[src/rtl/spi_burst_master.sv]
// SPI mode-3 burst master: one header byte {rw, ms, addr[5:0]} followed by up to MAX_BYTES data bytes.
// cs, spc, sdi are registered. tx_ready and done are decoded from registered state.
module spi_burst_master #(
    parameter int CLK_DIV   = 4,
    parameter int MAX_BYTES = 6,
    parameter int CS_GAP    = 2,
    localparam int LW       = $clog2(MAX_BYTES + 1)
) (
    input  logic          clk,
    input  logic          reset_n,
    input  logic          cmd_valid,
    output logic          cmd_ready,
    input  logic          cmd_rw,
    input  logic [5:0]    cmd_addr,
    input  logic [LW-1:0] cmd_len,
    input  logic [7:0]    tx_data,
    output logic          tx_ready,
    output logic [7:0]    rx_data,
    output logic          rx_valid,
    output logic          busy,
    output logic          done,
    input  logic          sdo,
    output logic          cs,
    output logic          spc,
    output logic          sdi
);

    typedef enum logic [2:0] {S_IDLE, S_SETUP, S_SHIFT, S_HOLD, S_GAP} state_t;

    localparam logic [7:0]    DIV_LAST = 8'(CLK_DIV - 1);
    localparam logic [7:0]    GAP_LAST = 8'(CS_GAP - 1);
    localparam logic [LW-1:0] MAX_LEN  = LW'(MAX_BYTES);
    localparam logic [LW-1:0] ONE_LEN  = LW'(1);

    state_t        r_state, w_state_next;
    logic [7:0]    r_div, w_div_next;
    logic [7:0]    r_gap, w_gap_next;
    logic [2:0]    r_bit, w_bit_next;
    logic [LW-1:0] r_byte, w_byte_next;
    logic [LW-1:0] r_len, w_len_next;
    logic          r_rw, w_rw_next;
    logic [7:0]    r_sh, w_sh_next;
    logic [7:0]    r_rxsh, w_rxsh_next;
    logic          r_rx_pend, w_rx_pend_next;
    logic          r_rx_valid, w_rx_valid_next;
    logic [7:0]    r_rx_data, w_rx_data_next;
    logic          r_cs, w_cs_next;
    logic          r_spc, w_spc_next;
    logic          r_sdi, w_sdi_next;
    logic          r_cmd_ready, w_cmd_ready_next;

    logic [LW-1:0] w_len;
    logic [7:0]    w_header;
    logic [7:0]    w_new_byte;
    logic          w_div_end;
    logic          w_last_bit;
    logic          w_last_byte;

    assign w_len       = (cmd_len > MAX_LEN) ? MAX_LEN : cmd_len;
    assign w_header    = {cmd_rw, (w_len > ONE_LEN), cmd_addr};
    assign w_new_byte  = r_rw ? 8'h00 : tx_data;
    assign w_div_end   = (r_div == DIV_LAST);
    assign w_last_bit  = (r_bit == 3'd7);
    assign w_last_byte = (r_byte == r_len);

    // tx_ready marks the cycle whose closing edge is the falling edge that loads the next write byte.
    assign tx_ready  = (r_state == S_SHIFT) && r_spc && w_div_end && w_last_bit && !w_last_byte && !r_rw;
    assign done      = (r_state == S_GAP) && (r_gap == GAP_LAST);
    assign busy      = (r_state != S_IDLE);
    assign cmd_ready = r_cmd_ready;
    assign rx_data   = r_rx_data;
    assign rx_valid  = r_rx_valid;
    assign cs        = r_cs;
    assign spc       = r_spc;
    assign sdi       = r_sdi;

    always_comb begin
        // NOTE: every next-value gets a default before the case, so no path leaves one unassigned and no latch is inferred.
        w_state_next     = r_state;
        w_div_next       = r_div;
        w_gap_next       = r_gap;
        w_bit_next       = r_bit;
        w_byte_next      = r_byte;
        w_len_next       = r_len;
        w_rw_next        = r_rw;
        w_sh_next        = r_sh;
        w_rxsh_next      = r_rxsh;
        w_cs_next        = r_cs;
        w_spc_next       = r_spc;
        w_sdi_next       = r_sdi;
        w_cmd_ready_next = r_cmd_ready;
        w_rx_pend_next   = 1'b0;
        w_rx_valid_next  = r_rx_pend;
        w_rx_data_next   = r_rx_pend ? r_rxsh : r_rx_data;

        unique case (r_state)
            S_IDLE: begin
                w_cmd_ready_next = 1'b1;
                if (cmd_valid && r_cmd_ready) begin
                    w_state_next     = S_SETUP;
                    w_cmd_ready_next = 1'b0;
                    w_len_next       = w_len;
                    w_rw_next        = cmd_rw;
                    w_sh_next        = w_header;
                    w_sdi_next       = w_header[7];
                    w_cs_next        = 1'b0;
                    w_div_next       = 8'd0;
                    w_bit_next       = 3'd0;
                    w_byte_next      = '0;
                end
            end
            S_SETUP: begin
                if (w_div_end) begin
                    w_state_next = S_SHIFT;
                    w_spc_next   = 1'b0;
                    w_div_next   = 8'd0;
                end else begin
                    w_div_next = r_div + 8'd1;
                end
            end
            S_SHIFT: begin
                if (!w_div_end) begin
                    w_div_next = r_div + 8'd1;
                end else begin
                    w_div_next = 8'd0;
                    if (!r_spc) begin
                        // Rising edge: sample sdo; only data-phase bytes of a read are delivered.
                        w_spc_next  = 1'b1;
                        w_rxsh_next = {r_rxsh[6:0], sdo};
                        w_rx_pend_next = w_last_bit && (r_byte != '0) && r_rw;
                    end else if (w_last_bit && w_last_byte) begin
                        w_state_next = S_HOLD;
                    end else begin
                        w_spc_next = 1'b0;
                        if (w_last_bit) begin
                            w_bit_next  = 3'd0;
                            w_byte_next = r_byte + ONE_LEN;
                            w_sh_next   = w_new_byte;
                            w_sdi_next  = w_new_byte[7];
                        end else begin
                            w_bit_next = r_bit + 3'd1;
                            w_sh_next  = {r_sh[6:0], 1'b0};
                            w_sdi_next = r_sh[6];
                        end
                    end
                end
            end
            S_HOLD: begin
                if (w_div_end) begin
                    w_state_next = S_GAP;
                    w_cs_next    = 1'b1;
                    w_sdi_next   = 1'b0;
                    w_div_next   = 8'd0;
                    w_gap_next   = 8'd0;
                end else begin
                    w_div_next = r_div + 8'd1;
                end
            end
            S_GAP: begin
                if (r_gap == GAP_LAST) begin
                    w_state_next     = S_IDLE;
                    w_cmd_ready_next = 1'b1;
                end else begin
                    w_gap_next = r_gap + 8'd1;
                end
            end
            default: w_state_next = S_IDLE;
        endcase
    end

    // NOTE: state is updated with non-blocking assignments so every register samples pre-edge values.
    always_ff @(posedge clk or negedge reset_n) begin
        if (!reset_n) begin
            r_state     <= S_IDLE;
            r_div       <= 8'd0;
            r_gap       <= 8'd0;
            r_bit       <= 3'd0;
            r_byte      <= '0;
            r_len       <= '0;
            r_rw        <= 1'b0;
            r_sh        <= 8'h00;
            r_rxsh      <= 8'h00;
            r_rx_pend   <= 1'b0;
            r_rx_valid  <= 1'b0;
            r_rx_data   <= 8'h00;
            r_cs        <= 1'b1;
            r_spc       <= 1'b1;
            r_sdi       <= 1'b0;
            r_cmd_ready <= 1'b0;
        end else begin
            r_state     <= w_state_next;
            r_div       <= w_div_next;
            r_gap       <= w_gap_next;
            r_bit       <= w_bit_next;
            r_byte      <= w_byte_next;
            r_len       <= w_len_next;
            r_rw        <= w_rw_next;
            r_sh        <= w_sh_next;
            r_rxsh      <= w_rxsh_next;
            r_rx_pend   <= w_rx_pend_next;
            r_rx_valid  <= w_rx_valid_next;
            r_rx_data   <= w_rx_data_next;
            r_cs        <= w_cs_next;
            r_spc       <= w_spc_next;
            r_sdi       <= w_sdi_next;
            r_cmd_ready <= w_cmd_ready_next;
        end
    end

endmodule

[config.mk]
export PLATFORM = sky130hd
export DESIGN_NAME = spi_burst_master
export DESIGN_NICKNAME = d
export VERILOG_FILES = /design/src/rtl/spi_burst_master.sv
export SDC_FILE = /design/constraint.sdc
export NUM_CORES = 1
export LEC_CHECK = 0
export BUFFER_PORTS_ARGS = -buffer_cell sky130_fd_sc_hd__clkbuf_2
export CAP_MARGIN = 20
export CORE_UTILIZATION = 62
export DETAILED_ROUTE_END_ITERATION = 10
export PLACE_DENSITY = 0.85
export RECOVER_POWER = 100
export SLEW_MARGIN = 40
export SYNTH_ARGS = -nofsm -noshare
export SYNTH_HDL_FRONTEND = slang
export SYNTH_SLANG_ARGS = --single-unit
[constraint.sdc]
create_clock -name clk -period 2.9 [get_ports clk]
set_input_delay 0.58 -clock clk [delete_from_list [all_inputs] [get_ports clk]]
set_output_delay 0.58 -clock clk [all_outputs]
set_load 0.02 [all_outputs]
==> flow_metrics.env, run 1 <==
export IMPL_arrival_ns=2.12
export IMPL_seq_area_frac_synth=0.488
export IMPL_period_share=0.930
export IMPL_ctsRootBufferMaster="clkbuf_8"
export IMPL_synth_seq_cells=58
export IMPL_power_mw=2.77
export IMPL_fin_crit_ns=2.70
export IMPL_core_area_um2=4470
export IMPL_grt_usage=0.264
export IMPL_clkPwrFrac=0.255
export IMPL_synthTopCellsByCount="56 x dfrtp_1, 24 x mux2_2, 18 x nor2_1"
export IMPL_seqPwrFrac=0.433
export IMPL_drc=2
export IMPL_cts_htree_levels=3
export IMPL_synth_async_reset_ratio=1.00
export IMPL_grt_pass1_vias=2166
export IMPL_ys_types=55
export IMPL_p_per_area_nw_per_um2=828
export IMPL_cts_buffer_depth=2
export IMPL_routed_wl_mm=5.77
export IMPL_dp_slack_ns=0.517
export IMPL_dr_pass1_iters=7
export IMPL_p_int_mw=1.78
export IMPL_cts_tree="built"
export IMPL_cts_setup_buffers=0
export IMPL_rows=24
export IMPL_ys_top_cells_by_area="dfrtp_1 47%, mux2_2 9.1%, ha_1 2.9%, nor2_1 2.3%, inv_1 2.1%"
export IMPL_syn_nets=296
export IMPL_io_buffers=37
export IMPL_finalSetupViolations=0
export IMPL_maxCapViolCount=0
export IMPL_worst_pin_slew_ns=1.23
export IMPL_die_h_um=71.3
export IMPL_antenna_found_initial=0
export IMPL_max_freq_ghz=0.371
export IMPL_end_kind="primary output"
export IMPL_rsz0062_at_grt="false"
export IMPL_yosysTopAreaCellShare=0.470
export IMPL_cts_hold_buf=0
export IMPL_start_kind="flip-flop"
export IMPL_io_pins=38
export IMPL_drive_gt1_frac=0.231
export IMPL_viasPerCell=5.96
export IMPL_numClockSinks=58
export IMPL_wl_per_cell_um=15.9
export IMPL_hold_class="input port to async pin"
export IMPL_yosysTopAreaCell="dfrtp_1"
export IMPL_dp_hpwl_mm=4.13
export IMPL_setup_slack_ns=0.202
export IMPL_netlist_area_um2=2980
export IMPL_clock_latency_ns=0.34
export IMPL_ant_nets=0
export IMPL_gp_congestion=0.867
export IMPL_switchingPower_mw=0.995
export IMPL_drtIter0Drc=140
export IMPL_syn_area_per_cell_um2=11.2
export IMPL_insertedDiodeCount=0
export IMPL_status="complete, but fails checks"
export IMPL_ir_drop_uv=583
export IMPL_clk_pin_slew_worst_paths_ns=0.06
export IMPL_yosys_warnings=0
export IMPL_p_comb_frac=0.312
export IMPL_grt_max_degree=24
export IMPL_worst_r2r_setup_slack_ns=0.42
export IMPL_grt_overflow=0
export IMPL_final_setup_tns_ns=0
export IMPL_fin_worst_skew_ns=0.00481
export IMPL_finish_net_count=336
export IMPL_die_x_um=71.3
export IMPL_ys_flop_type="dfrtp_1"
export IMPL_switching_share=0.359
export IMPL_syn_inst=267
export IMPL_violations="DRC"
export IMPL_synth_edf_count=0
export IMPL_crit_type="flip-flop to primary output"
export IMPL_drv_slew=0
export IMPL_initial_utilization=0.666
export IMPL_slew_headroom=0.183
export IMPL_numCtsBuffers=9
export IMPL_vias=2171
export IMPL_worstPathRequired_ns=2.32
export IMPL_yosysMostFrequentCell="dfrtp_1"
export IMPL_cp_max_fo=7
export IMPL_finalHoldViolations=0
export IMPL_dieArea_um2=5090
export IMPL_leakagePower_nw=1.59
export IMPL_syn2layout_area_growth_pct=12.3
export IMPL_grt_first_pass_wirelength_mm=10.1
## worst max-delay path, stage by stage (launching register included)
cell and delay [ns]:
dfrtp_1 0.38, ha_1 0.24, nor3b_4 0.31, nand4_1 0.23, or2_2 0.36, nor2_1 0.10
clkbuf_2 0.17
## placed cells by master (no fill, tap or decap), drive strengths merged, types with 5 or more instances in the layout
cell type  instances
ha                 7
clkbuf            51
a221oi             6
nor3b              5
xnor2              6
nand3              8
nor2              18
o22ai              6
nand2             14
mux2i              6
mux2              24
inv               17
nor2b              7
nor4               5
a22o               5
o21ai              5
dfrtp             56
## what timing repair did
item | 4_1_cts | 5_1_grt
resized for setup | 0 | 1
setup endpoints to repair | 0 | 1
endpoints found under the hold margin | 0 | 0
## layout make-up
class	instances	area [µm²]
Fill cell	314	1130
Clock buffer	11	131
Sequential cell	58	1450
Inverter	17	63.8
Timing Repair Buffer	41	185
Tap cell	52	65.1
Clock inverter	5	55.1
Multi-Input combinational cell	180	1390
## flip-flops by register name, summed over array words and instances, names as in the netlist
signal	cells
r_gap	8
r_rxsh	8
r_rw	1
r_sh	7
r_bit	3
spc	1
r_div	8
sdi	1
rx_data	8
r_byte	3
r_rx_pend	1
cmd_ready	1
rx_valid	1
r_len	3
cs	1
r_state	3
## metrics by stage
stage                     hold WS [ns]  instances  instance area (µm²)  utilization
after floorplan                  0.284        267                 2980            -
after global placement           0.490        348                 3200        0.715
after detailed placement         0.494        348                 3200        0.715
after CTS                        0.124        364                 3390        0.757
after global routing             0.300        364                 3350        0.748
final                            0.255        364                 3350        0.748
## cells by family (layout without fill, tap and decap cells)
kind of cell | Yosys count | in the layout | share of synthesized area
compound gates | 51 | 51 | 0.133
xor+xnor | 10 | 10 | 0.0294
fa+ha+maj | 7 | 7 | 0.0294
buf+inv | 29 | 74 | 0.0424
flops | 58 | 58 | 0.488
mux | 30 | 30 | 0.111
simple gates | 82 | 82 | 0.167
## path summary, 6_finish.rpt
| check | startpoint | endpoint | cells after the start |
|---|---|---|---|
| setup / recovery | r_div[0]$_DFFE_PN0P_ | tx_ready | 6 |
| hold / removal | reset_n | rx_data[5]$_DFFE_PN0P_ | 1 |
| setup reg to reg | r_div[0]$_DFFE_PN0P_ | r_rxsh[5]$_DFFE_PN0P_ | 5 |
| hold reg to reg | rx_data[6]$_DFFE_PN0P_ | rx_data[6]$_DFFE_PN0P_ | 1 |
| max in group asynchronous | reset_n | r_div[4]$_DFFE_PN0P_ | 2 |
| min in group clk | cmd_len[0] | r_len[0]$_DFFE_PN0P_ | 3 |
## metal layers
metal | wire, µm | track usage | vias to the layer above
li1 | - | - | 1050
met1 | 2680 | 0.354 | 1054
met2 | 2750 | 0.410 | 54
met3 | 206 | 0.0549 | 13
met4 | 138 | 0.133 | 0
met5 | 0 | 0 | -
## power by group through the flow
stage | combinational, mW | clock, mW | sequential (mW)
floorplan | 0.706 | 0 | 1.16
global placement | 0.839 | 0 | 1.20
detailed placement | 0.873 | 0 | 1.21
CTS | 0.884 | 0.722 | 1.20
global route | 0.952 | 0.752 | 1.23
finish | 0.865 | 0.706 | 1.20
No activity file was read; power rests on OpenSTA's default activity.
==> run 2, diff against run 1 <==
--- a/config.mk
+++ b/config.mk
@@ -5,13 +5,13 @@
 export SDC_FILE = /design/constraint.sdc
 export NUM_CORES = 1
 export LEC_CHECK = 0
+export ABC_AREA = 1
 export BUFFER_PORTS_ARGS = -buffer_cell sky130_fd_sc_hd__clkbuf_2
 export CAP_MARGIN = 20
 export CORE_UTILIZATION = 62
 export DETAILED_ROUTE_END_ITERATION = 10
-export PLACE_DENSITY = 0.85
+export PLACE_DENSITY = 0.84
 export RECOVER_POWER = 100
-export SLEW_MARGIN = 40
 export SYNTH_ARGS = -nofsm -noshare
 export SYNTH_HDL_FRONTEND = slang
 export SYNTH_SLANG_ARGS = --single-unit
==> run 2 against run 1 <==
The run now ends clean. Critical path depth grew 1. Combinational power shrank 96%. Worst setup slack gained 0.11 ns. Power shrank 35%. Core utilization shrank 1.7 points. Cell count grew 31%. First-iteration DRC count shrank 0.71%. Global-route usage grew 0.55 points. Non-clock buffer count shrank 3. Area after synthesis grew 1.6%. Clock skew grew 0.0026 ns.
==> flow_metrics.env, run 2 <==
export IMPL_synth_async_reset_ratio=1.00
export IMPL_leakagePower_nw=1.72
export IMPL_dr_pass1_iters=4
export IMPL_start_kind="flip-flop"
export IMPL_routed_wl_mm=6.42
export IMPL_grt_overflow=0
export IMPL_grt_first_pass_wirelength_mm=10.5
export IMPL_initial_utilization=0.642
export IMPL_cp_max_fo=9
export IMPL_fin_worst_skew_ns=0.00741
export IMPL_cts_hold_buf=0
export IMPL_cts_buffer_depth=2
export IMPL_max_freq_ghz=0.386
export IMPL_worst_pin_slew_ns=1.45
export IMPL_ir_drop_uv=446
export IMPL_slowest_stage="dfrtp_1"
export IMPL_io_buffers=37
export IMPL_cp_num_buf_inv=1
export IMPL_synth_simple_gate_area_share=0.291
export IMPL_final_cell_mix="108 x nand2_1, 56 x dfrtp_1, 36 x inv_1, 33 x nor2_1, 29 x nand3_1"
export IMPL_finalNonFillerCells=477
export IMPL_end_kind="primary output"
export IMPL_final_cell_area_um2=3460
export IMPL_worstPathCellList="ha_1 > ha_1 > nand2_1 > nor2_2 > nand2_1 > nor3_1 > clkbuf_1"
export IMPL_arrival_ns=2.01
export IMPL_synth_xor_area_frac=0.0116
export IMPL_worstPathRequired_ns=2.32
export IMPL_finalHoldViolations=0
export IMPL_die_h_um=71.9
export IMPL_dieArea_um2=5170
export IMPL_synthTopCellsByCount="104 x nand2_1, 56 x dfrtp_1, 35 x inv_1"
export IMPL_grt_busiest_layer="met2"
export IMPL_syn_inst=361
export IMPL_final_setup_tns_ns=0
export IMPL_finish_net_count=434
export IMPL_core_area_um2=4720
export IMPL_syn_area_per_cell_um2=8.39
export IMPL_clock_latency_ns=0.35
export IMPL_n_fill_cell=374
export IMPL_drtIter0Drc=139
export IMPL_power_mw=1.79
export IMPL_gr_usage_met3=0.0500
export IMPL_cts_tree="built"
export IMPL_post_cts_resized=0
export IMPL_slew_headroom=0.0323
export IMPL_use_met2=0.470
export IMPL_synth_mux_area_frac=0.0595
export IMPL_yosys_warnings=0
export IMPL_r2r_start="r_byte[2]$_DFFE_PN0P_"
export IMPL_yosysMostFrequentCell="nand2_1"
export IMPL_synth_top_family_by_area="simple AND/OR/NAND/NOR gates"
export IMPL_finalSetupViolations=0
export IMPL_status="complete, no violations"
export IMPL_ys_top_cells_by_area="dfrtp_1 46%, nand2_1 13%, mux2_2 5.9%, nand3_1 4.8%, inv_1 4.3%"
export IMPL_grt_usage=0.269
export IMPL_numClockSinks=58
export IMPL_syn2layout_area_growth_pct=14.0
export IMPL_drv_slew=0
export IMPL_crit_path_max_incr_delay_ns=0.36
export IMPL_crit_start="r_bit[0]$_DFFE_PN0P_"
export IMPL_yosysTopAreaCellShare=0.462
export IMPL_insertedDiodeCount=0
export IMPL_vias=2585
export IMPL_clk_pin_slew_worst_paths_ns=0.07
export IMPL_ctsRootBufferMaster="clkbuf_8"
export IMPL_synth_fa_ha_area_frac=0.0289
export IMPL_ant_nets=0
export IMPL_grt_pass1_vias=2433
export IMPL_rsz0062_at_grt="false"
export IMPL_cts_setup_buffers=0
export IMPL_fin_crit_ns=2.59
export IMPL_ys_types=33
export IMPL_gp_congestion=0.910
export IMPL_grt_max_degree=33
export IMPL_drive_gt1_frac=0.163
export IMPL_final_common_cell="nand2_1"
export IMPL_hold_slack_ns=0.463
export IMPL_antenna_found_initial=0
export IMPL_rows=25
export IMPL_crit_family="simple AND/OR/NAND/NOR gates"
export IMPL_hold_class="input port to flip-flop"
export IMPL_maxCapViolCount=0
export IMPL_crit_type="flip-flop to primary output"
export IMPL_seq_area_frac_synth=0.480
export IMPL_dp_hpwl_mm=4.54
export IMPL_viasPerCell=5.42
export IMPL_die_x_um=71.9
export IMPL_synth_edf_count=0
export IMPL_netlist_area_um2=3030
export IMPL_synth_compound_area_frac=0.0690
export IMPL_p_per_area_nw_per_um2=519
export IMPL_syn_nets=390
export IMPL_yosysTopAreaCell="dfrtp_1"
export IMPL_placed_area_um2=3290
export IMPL_io_pins=38
export IMPL_worstHoldStart="sdo"
export IMPL_synth_seq_cells=58
export IMPL_drc=0
export IMPL_gr_usage_met1=0.312
export IMPL_ys_flop_type="dfrtp_1"
export IMPL_period_share=0.892
export IMPL_cts_htree_levels=3
export IMPL_dpl_cell_count=461
export IMPL_numCtsBuffers=9
export IMPL_wl_per_cell_um=13.5
[run 2: cell type report]
cell class	instances	area (µm²)	area share
Sequential cell	58	1450	0.421
Multi-Input combinational cell	259	1350	0.391
Timing Repair Buffer	38	169	0.0489
Clock buffer	11	151	0.0438
Inverter	39	148	0.0427
Clock inverter	5	100	0.0290
Tap cell	67	83.8	0.0243
[run 2: cell families (layout without fill, tap and decap cells)]
logic type               Yosys count  count (layout)
XOR/XNOR                           4               4
adder cells (fa/ha/maj)            7               7
buffers and inverters             44              93
multiplexers                      16              16
flip-flops                        58              58
AND/OR/NAND/NOR                  196             196
AO/OA/AOI/OAI                     36              36
[run 2: report_power, final]
group	switching, mW	internal [mW]
Sequential	0.00413	0.814
Combinational	0.0230	0.0143
Clock	0.322	0.614
Total	0.349	1.44
[run 2: stage by stage]
stage | worst slack (ns) | util
floorplan | 0.709 | -
global placement | 0.755 | 0.696
detailed placement | 0.712 | 0.696
CTS | 0.333 | 0.749
global route | 0.0961 | 0.732
finish | 0.312 | 0.732
[run 2: layer usage]
layer  up-vias  share of wire
met3        19          0.053
li1       1266              -
met4         0          0.022
met5         -              0
met1      1211           0.43
met2        89           0.50
[run 2: final timing paths]
kind	to	slack, ns	cells after the start
worst max-delay path	tx_ready	0.31	7
worst min-delay path	r_rxsh[0]$_DFFE_PN0P_	0.46	2
worst max register to register	r_bit[0]$_DFFE_PN0P_	0.60	7
worst min register to register	r_gap[4]$_DFFE_PN0P_	0.47	2
max in group asynchronous	r_rxsh[2]$_DFFE_PN0P_	0.85	2
min in group asynchronous	r_div[3]$_DFFE_PN0P_	0.56	1
